===== config.mk =====
export PLATFORM = sky130hd
export DESIGN_NAME = io_port
export DESIGN_NICKNAME = d
export VERILOG_FILES = /design/src/rtl/io_port.sv
export SDC_FILE = /design/constraint.sdc
export NUM_CORES = 1
export LEC_CHECK = 0
export CAP_MARGIN = 20
export CORE_UTILIZATION = 50
export DETAILED_ROUTE_END_ITERATION = 6
export PLACE_DENSITY = 0.76
export SKIP_LAST_GASP = 1
export SLEW_MARGIN = 30
export SYNTH_ARGS = -nofsm -noshare
export SYNTH_HDL_FRONTEND = slang
export SYNTH_SLANG_ARGS = --single-unit

===== constraint.sdc =====
create_clock -name clk -period 4.7 [get_ports clk]
set_input_delay 0.94 -clock clk [delete_from_list [all_inputs] [get_ports clk]]
set_output_delay 0.94 -clock clk [all_outputs]
set_load 0.005 [all_outputs]

===== src/rtl/io_port.sv =====
// io_port: CPU load/store port at data address 0, bridging to a TX FIFO toward
// an external device and an RX FIFO from it, both with ready/valid handshakes.
`default_nettype none

module io_port_fifo #(
  parameter int WIDTH = 16,
  parameter int DEPTH = 4
) (
  input  logic                     clk,
  input  logic                     reset_n,
  input  logic                     push_i,
  input  logic                     pop_i,
  input  logic [WIDTH-1:0]         wdata_i,
  output logic [WIDTH-1:0]         head_o,
  output logic                     full_o,
  output logic                     empty_o,
  output logic [$clog2(DEPTH):0]   count_o
);
  localparam int AW = $clog2(DEPTH);
  localparam int CW = AW + 1;

  logic [WIDTH-1:0] mem_q [DEPTH];
  logic [AW-1:0]    wr_q, rd_q;
  logic [CW-1:0]    count_q, count_d;

  always_comb begin
    count_d = count_q;
    if (push_i && !pop_i)
      count_d = count_q + CW'(1);
    else if (!push_i && pop_i)
      count_d = count_q - CW'(1);
  end

  // Pointers wrap naturally because DEPTH is a power of two.
  always_ff @(posedge clk or negedge reset_n) begin
    if (!reset_n) begin
      wr_q    <= '0;
      rd_q    <= '0;
      count_q <= '0;
    end else begin
      if (push_i) wr_q <= wr_q + AW'(1);
      if (pop_i)  rd_q <= rd_q + AW'(1);
      count_q <= count_d;
    end
  end

  always_ff @(posedge clk) begin
    if (push_i) mem_q[wr_q] <= wdata_i;
  end

  assign head_o  = mem_q[rd_q];
  assign full_o  = (count_q == CW'(DEPTH));
  assign empty_o = (count_q == '0);
  assign count_o = count_q;
endmodule

module io_port #(
  parameter int WIDTH = 16,
  parameter int DEPTH = 4
) (
  input  logic                   clk,
  input  logic                   reset_n,
  input  logic [15:0]            cpu_addr,
  input  logic                   cpu_we,
  input  logic                   cpu_re,
  input  logic [WIDTH-1:0]       cpu_wdata,
  output logic [WIDTH-1:0]       cpu_rdata,
  output logic                   cpu_stall,
  output logic [WIDTH-1:0]       tx_data,
  output logic                   tx_valid,
  input  logic                   tx_ready,
  input  logic [WIDTH-1:0]       rx_data,
  input  logic                   rx_valid,
  output logic                   rx_ready,
  output logic [$clog2(DEPTH):0] tx_count,
  output logic [$clog2(DEPTH):0] rx_count
);
  logic             sel, cpu_wr, cpu_rd;
  logic             tx_push, tx_pop, tx_full, tx_empty;
  logic             rx_push, rx_pop, rx_full, rx_empty;
  logic [WIDTH-1:0] tx_head, rx_head;

  assign sel    = (cpu_addr == 16'd0);
  assign cpu_wr = sel & cpu_we;
  // A simultaneous store and load is a store only.
  assign cpu_rd = sel & cpu_re & ~cpu_we;

  // Full/empty come from registered counts: no same-cycle bypass either way.
  assign tx_push = cpu_wr & ~tx_full;
  assign tx_pop  = tx_valid & tx_ready;
  assign rx_push = rx_valid & rx_ready;
  assign rx_pop  = cpu_rd & ~rx_empty;

  io_port_fifo #(.WIDTH(WIDTH), .DEPTH(DEPTH)) u_tx_fifo (
    .clk     (clk),
    .reset_n (reset_n),
    .push_i  (tx_push),
    .pop_i   (tx_pop),
    .wdata_i (cpu_wdata),
    .head_o  (tx_head),
    .full_o  (tx_full),
    .empty_o (tx_empty),
    .count_o (tx_count)
  );

  io_port_fifo #(.WIDTH(WIDTH), .DEPTH(DEPTH)) u_rx_fifo (
    .clk     (clk),
    .reset_n (reset_n),
    .push_i  (rx_push),
    .pop_i   (rx_pop),
    .wdata_i (rx_data),
    .head_o  (rx_head),
    .full_o  (rx_full),
    .empty_o (rx_empty),
    .count_o (rx_count)
  );

  // Heads are masked so unwritten storage never reaches an output.
  assign tx_valid  = ~tx_empty;
  assign tx_data   = tx_valid ? tx_head : '0;
  assign rx_ready  = reset_n & ~rx_full;
  assign cpu_rdata = rx_pop ? rx_head : '0;
  assign cpu_stall = reset_n & ((cpu_wr & tx_full) | (cpu_rd & rx_empty));
endmodule

`default_nettype wire


==> results of run 1 <==
==> per-stage QoR <==
stage                     instances  total power [mW]  area (um2)  util (%)
after detailed placement        509              2.40        6800      61.6
after global routing            541              3.93        7420      67.2
after CTS                       541              3.80        7420      67.2
final                           541              3.76        7420      67.2
after global placement          509              2.38        6800      61.6
after floorplan                 284              2.02        5740         -
==> report_power, final <==
group	total (mW)	switching, mW	internal (mW)
Clock	1.39	0.503	0.890
Sequential	1.60	0.111	1.49
Combinational	0.767	0.274	0.493
==> cell usage after synthesis <==
library cell | count | area, um2
buf_4 | 4 | 30.0
edfxtp_1 | 128 | 3840
a21boi_2 | 1 | 11.3
nor2b_1 | 17 | 106
buf_2 | 4 | 20.0
and2_0 | 1 | 6.26
and4_2 | 1 | 10.0
a32oi_1 | 1 | 8.76
nor2_1 | 5 | 18.8
mux2_4 | 1 | 15.0
mux2_2 | 3 | 33.8
nor3_1 | 1 | 5.00
xnor2_1 | 8 | 70.1
or3_1 | 2 | 12.5
clkbuf_1 | 2 | 7.51
nand3_4 | 1 | 17.5
fa_1 | 2 | 40.0
inv_1 | 6 | 22.5
nand3_1 | 1 | 5.00
ha_1 | 10 | 125
buf_6 | 2 | 22.5
xor2_1 | 4 | 35.0
mux4_2 | 32 | 721
and2_1 | 20 | 125
and3_1 | 5 | 31.3
nand2_1 | 3 | 11.3
dfrtp_1 | 14 | 350
nand4_1 | 1 | 6.26
nor4_1 | 4 | 25.0
==> cells by family (layout without fill, tap and decap cells) <==
logic type,after synthesis,count (layout),synth area share [%]
xor gates and xnor gates,12,12,1.83
buffers and inverters,18,135,1.79
adders and majority gates,12,12,2.88
and+or+nand+nor,62,62,6.63
muxes,36,36,13.4
AOI/OAI and AO/OA,2,2,0.349
DFF,142,142,73.1
==> worst max-delay path, cell delays in order <==
cell	delay [ps]
clkdlybuf4s50_1	410
nor4_1	260
and4_2	330
nand3_4	240
nor2b_1	250
clkdlybuf4s50_1	530
==> state kept, by name (all words and copies together) (netlist names) <==
name and count:
u_rx_fifo.mem_q 64, u_rx_fifo.wr_q 2, u_tx_fifo.mem_q 64, u_tx_fifo.rd_q 2, u_rx_fifo.rd_q 2, u_tx_fifo.wr_q 2
u_rx_fifo.count_o 3, u_tx_fifo.count_o 3
==> layer usage <==
layer | part of all wire, % | track usage (%) | vias up
li1 | - | - | 1329
met1 | 42 | 24.4 | 1483
met2 | 52 | 31.5 | 94
met3 | 5.6 | 6.28 | 7
met4 | 0.81 | 7.63 | 0
met5 | 0 | 0 | -
==> final timing paths <==
kind,from,slack (ps),endpoint,depth (start not counted)
setup / recovery,cpu_addr[9],790,cpu_rdata[14],6
hold reg to reg,u_tx_fifo.count_o[2],570,u_tx_fifo.count_o[2],1
setup reg to reg,u_tx_fifo.count_o[0],2250,u_tx_fifo.count_o[2],8
max in group asynchronous,reset_n,3660,u_rx_fifo.wr_q[0],2
min in group asynchronous,reset_n,840,u_tx_fifo.count_o[2],2
hold / removal,u_tx_fifo.count_o[2],570,u_tx_fifo.count_o[2],1
==> layout make-up <==
| class | count | area, um2 | share of cell area, % |
|---|---|---|---|
| multi-input combinational | 124 | 1440 | 19.4 |
| tap | 140 | 175 | 2.36 |
| clock buffer | 19 | 433 | 5.84 |
| clock inverter | 13 | 188 | 2.53 |
| inverter | 6 | 22.5 | 0.304 |
| timing repair buffer | 97 | 963 | 13.0 |
| sequential | 142 | 4190 | 56.6 |
==> reports/metrics.csv, run 1 <==
stage,metric,value,unit
clock_tree,cts_max_level,4,
sta,clock.fmax,0.256,GHz
yosys,yosys_register_bits,142,
final_layout,diodes,0,
floorplan,num_rows,38,
clock_tree,post_cts_buffers,0,
global_routing,grt_max_degree,20,
route,avgViaCountPerCell,5.38,
sta,period_minus_slack,3910,ps
critical_path,end_kind,primary output,
clock_tree,clk_latency,410,ps
sta,setup_viol,0,
critical_path,path_class,in2out,
route,ant_nets,0,
critical_path,cp.arrival,2970,ps
sta,timing.hold.ws,568,ps
yosys,synth_area,5740,um2
global_routing,grt_pass1_wl,16200,um
critical_path,start_kind,input port,
floorplan,die_h,109,um
yosys,postSynthAreaPerCell,20.2,um2
power,powerDensity,507,nW/um2
placement,port_buffers,94,
sta,worst_slew_pin_slew,857,ps
floorplan,die_area,11900,um2
clock_tree,numCtsBuffers,17,
global_routing,grtUsageTotal,19.5,%
final_layout,drive_above_1_share,18.0,%
clock_tree,cts_buffer_depth,2,
clock_tree,path_clk_slew,60,ps
job,drv_cap,0,
clock_tree,clock-root-buffer,clkbuf_16,
floorplan,fp.dieW,109,um
route,num_vias,2913,
floorplan,initial_core_util,52.0,%
route,first_iter_violations,145,
yosys,synthCells,284,
power,peakVddDrop,0.299,mV
route,dr.pass1.iters,4,
critical_path,crit_required,3760,ps
sta,slew_viol_final,0,
sta,post-route-period-util,83.1,%
placement,gp_congestion,0.740,
placement,pre_cts_ws,777,ps
final_layout,areaGrowthSynthToFinish,29.3,%
final_layout,n_fill_cell,739,
clock_tree,cts_tree,done,
global_routing,grt_pass1_vias,3097,
placement,hpwl,6500,um
route,wire_per_inst,19.0,um
sta,rsz0062_at_grt,no,
critical_path,worstPathMaxFanout,18,
floorplan,core-area,11000,um2
clock_tree,postCtsResizedCells,0,
yosys,synth-warning-count,0,
hold_path,hp-class,reg2reg,
outcome,status,completed,
final_layout,layout.nets,454,
floorplan,io_pins,95,
yosys,ys_seq_area_share,73.1,%
sta,finalHoldViolCount,0,
clock_tree,cts_sinks,142,
final_layout,mostFrequentLayoutCell,edfxtp_1,
yosys,yosysUniqueCellTypes,29,
route,detail_route.wirelength,10300,um
yosys,syn-num-nets,350,
route,drcViolationCount,0,
sta,tns,0,ps
sta,max_slew_margin,42.9,%
final_layout,layout_common_cells,"edfxtp_1 (128), clkdlybuf4s50_1 (94), mux4_2 (32)",
sta,layout_setup_ws,794,ps
power,leakage,2.48,nW
sta,clock_skew,12.3,ps
global_routing,grt_overflow,0,
global_routing,antenna_found_initial,0,
clock_tree,ctsHoldBuffers,0,
(Power assumes the default switching activity.)
==> run 2, diff against run 1 <==
- CORE_UTILIZATION: 50 -> 48
- clock period: 4.7 -> 3.2 ns (I/O delays scaled with it)
==> reports/metrics.csv, run 2 (synthesized netlist as in run 1, its figures left out) <==
stage,metric,value,unit,change
clock_tree,clock-root-buffer,clkbuf_16,,
floorplan,fp.dieW,111,um,+2.0%
global_routing,antenna_found_initial,0,,unchanged
final_layout,mostFrequentLayoutCell,edfxtp_1,,
placement,port_buffers,94,,unchanged
critical_path,start_kind,input port,,
sta,max_slew_margin,60.3,%,+17 points
clock_tree,ctsHoldBuffers,0,,unchanged
clock_tree,clk_latency,420,ps,about the same
sta,period_minus_slack,3210,ps,
placement,pre_cts_ws,-26.1,ps,-803 ps
clock_tree,cts_sinks,142,,unchanged
sta,clock.fmax,0.311,GHz,
route,num_vias,2953,,+1.4%
floorplan,io_pins,95,,unchanged
critical_path,critPathMaxStageDelay,520,ps,about the same
sta,rsz0062_at_grt,yes,,
placement,gp_congestion,0.715,,-3.4%
power,powerDensity,686,nW/um2,+35%
sta,post-route-period-util,100,%,
final_layout,layout_common_cells,"edfxtp_1 (128), clkdlybuf4s50_1 (82), mux4_2 (32)",,
sta,worst_slew_pin_slew,596,ps,-261 ps
job,drv_cap,0,,unchanged
global_routing,grt_pass1_vias,3226,,+4.2%
critical_path,worstPathMaxFanout,3,,-15
sta,slew_viol_final,0,,unchanged
final_layout,reg_top3,"u_rx_fifo.mem_q (64), u_tx_fifo.mem_q (64)",,
floorplan,num_rows,39,,+2.6%
final_layout,n_fill_cell,806,,+9.1%
final_layout,layout.nets,475,,+4.6%
global_routing,grt_pass1_wl,16400,um,+1.2%
final_layout,stdcell_area,7520,um2,+1.5%
clock_tree,cts_tree,done,,
floorplan,core-area,11500,um2,+4.4%
critical_path,cp_common_cell,clkdlybuf4s50_1,,
route,dr.pass1.iters,6,,+2
clock_tree,numCtsBuffers,17,,unchanged
critical_path,path_class,in2out,,
outcome,violations,"DRC, setup timing",,
route,detail_route.wirelength,10200,um,-0.71%
floorplan,initial_core_util,49.8,%,-2.2 points
route,ant_nets,0,,unchanged
hold_path,hp-class,reg2reg,,
placement,hpwl,6850,um,+5.5%
placement,dp_cells,531,,+4.3%
global_routing,grtUsageTotal,18.1,%,-1.4 points
floorplan,die_h,111,um,+2.0%
clock_tree,cts_max_level,4,,unchanged
final_layout,fin_cells,563,,+4.1%
route,avgViaCountPerCell,5.25,,-2.6%
outcome,status,finished with violations,,
sta,finalHoldViolCount,0,,unchanged
sta,timing.hold.ws,493,ps,-74.8 ps
sta,setup_viol,1,,+1
final_layout,areaGrowthSynthToFinish,31.1,%,
final_layout,diodes,0,,unchanged
route,drcViolationCount,16,,+16
critical_path,cpMaxStageDelayCell,clkdlybuf4s50_1,,
final_layout,utilization,65.3,%,-1.9 points
critical_path,cp.arrival,2570,ps,-400 ps
route,wire_per_inst,18.1,um,-4.6%
sta,clock_skew,4.10,ps,-8.24 ps
floorplan,die_area,12400,um2,+4.1%
power,leakage,2.76,nW,+11%
critical_path,cp_cell_sequence,"clkdlybuf4s50_1, nor4_1, and4_4, nand3_4, buf_4, nor2b_2, clkdlybuf4s50_1",,
final_layout,drive_above_1_share,22.4,%,+4.4 points
route,first_iter_violations,139,,-4.1%
placement,place_area,6950,um2,+2.3%
global_routing,grt_max_degree,20,,unchanged
power,power,5.16,mW,+37%
clock_tree,path_clk_slew,60,ps,about the same
clock_tree,cts_buffer_depth,2,,unchanged
critical_path,end_kind,primary output,,
critical_path,crit_required,2560,ps,-1200 ps
power,peakVddDrop,0.480,mV,+61%
sta,layout_setup_ws,-11.1,ps,-805 ps
global_routing,grt_overflow,0,,unchanged
sta,tns,-11.1,ps,-11.1 ps
-- run 2: changes by cell type in the layout (fill, tap and decap cells not counted), sizes merged --
cell | before | now
clkbuf | 19 | 18
bufinv | 4 | 0
clkdlybuf4s50 | 94 | 82
dlygate4sd2 | 0 | 1
buf | 3 | 24
clkinv | 4 | 9
dlymetal6s2s | 0 | 11
clkinvlp | 3 | 1
-- run 2: path summary, 6_finish.rpt --
path | slack, ps | from | depth (start not counted) | to
max | -10 | cpu_addr[9] | 7 | cpu_rdata[4]
min | 490 | u_tx_fifo.rd_q[0] | 1 | u_tx_fifo.rd_q[0]
max reg2reg | 720 | u_tx_fifo.count_o[1] | 8 | u_tx_fifo.count_o[2]
min reg2reg | 490 | u_tx_fifo.rd_q[0] | 1 | u_tx_fifo.rd_q[0]
max in group asynchronous | 2450 | reset_n | 2 | u_rx_fifo.rd_q[1]
min in group asynchronous | 570 | reset_n | 2 | u_rx_fifo.wr_q[1]
-- run 2: final cells by class --
| type | instances | area (um2) | area share, % |
|---|---|---|---|
| repair buffers | 118 | 1160 | 15.4 |
| clock inverters | 12 | 73.8 | 0.981 |
| clock buffers | 18 | 429 | 5.70 |
| flip-flops and latches | 142 | 4190 | 55.7 |
| multi-input cells | 124 | 1470 | 19.5 |
| well taps | 143 | 179 | 2.38 |
| inverters | 6 | 22.5 | 0.299 |
-- run 2: report_power, final --
part / switching, mW / internal [mW]
clock: 0.699 / 0.970
sequential: 0.113 / 2.18
combinational: 0.453 / 0.740
-- run 2: repair_timing --
item,4_1_cts,5_1_grt
gates resized for setup,2,16
pin swaps,0,3
buffers inserted,0,2
setup endpoints to repair,3,15
-- run 2: per-layer routing --
layer / vias up / part of all wire [%] / global-route usage [%]
li1: 1359 / - / -
met1: 1490 / 40 / 20.8
met2: 88 / 52 / 30.4
met3: 16 / 5.8 / 7.55
met4: 0 / 1.4 / 6.49
met5: - / 0 / 0
-- run 2: critical path, delay by kind of cell --
family | cells | cell delay [ps]
simple gates | 4 | 850
buf+inv | 3 | 1080
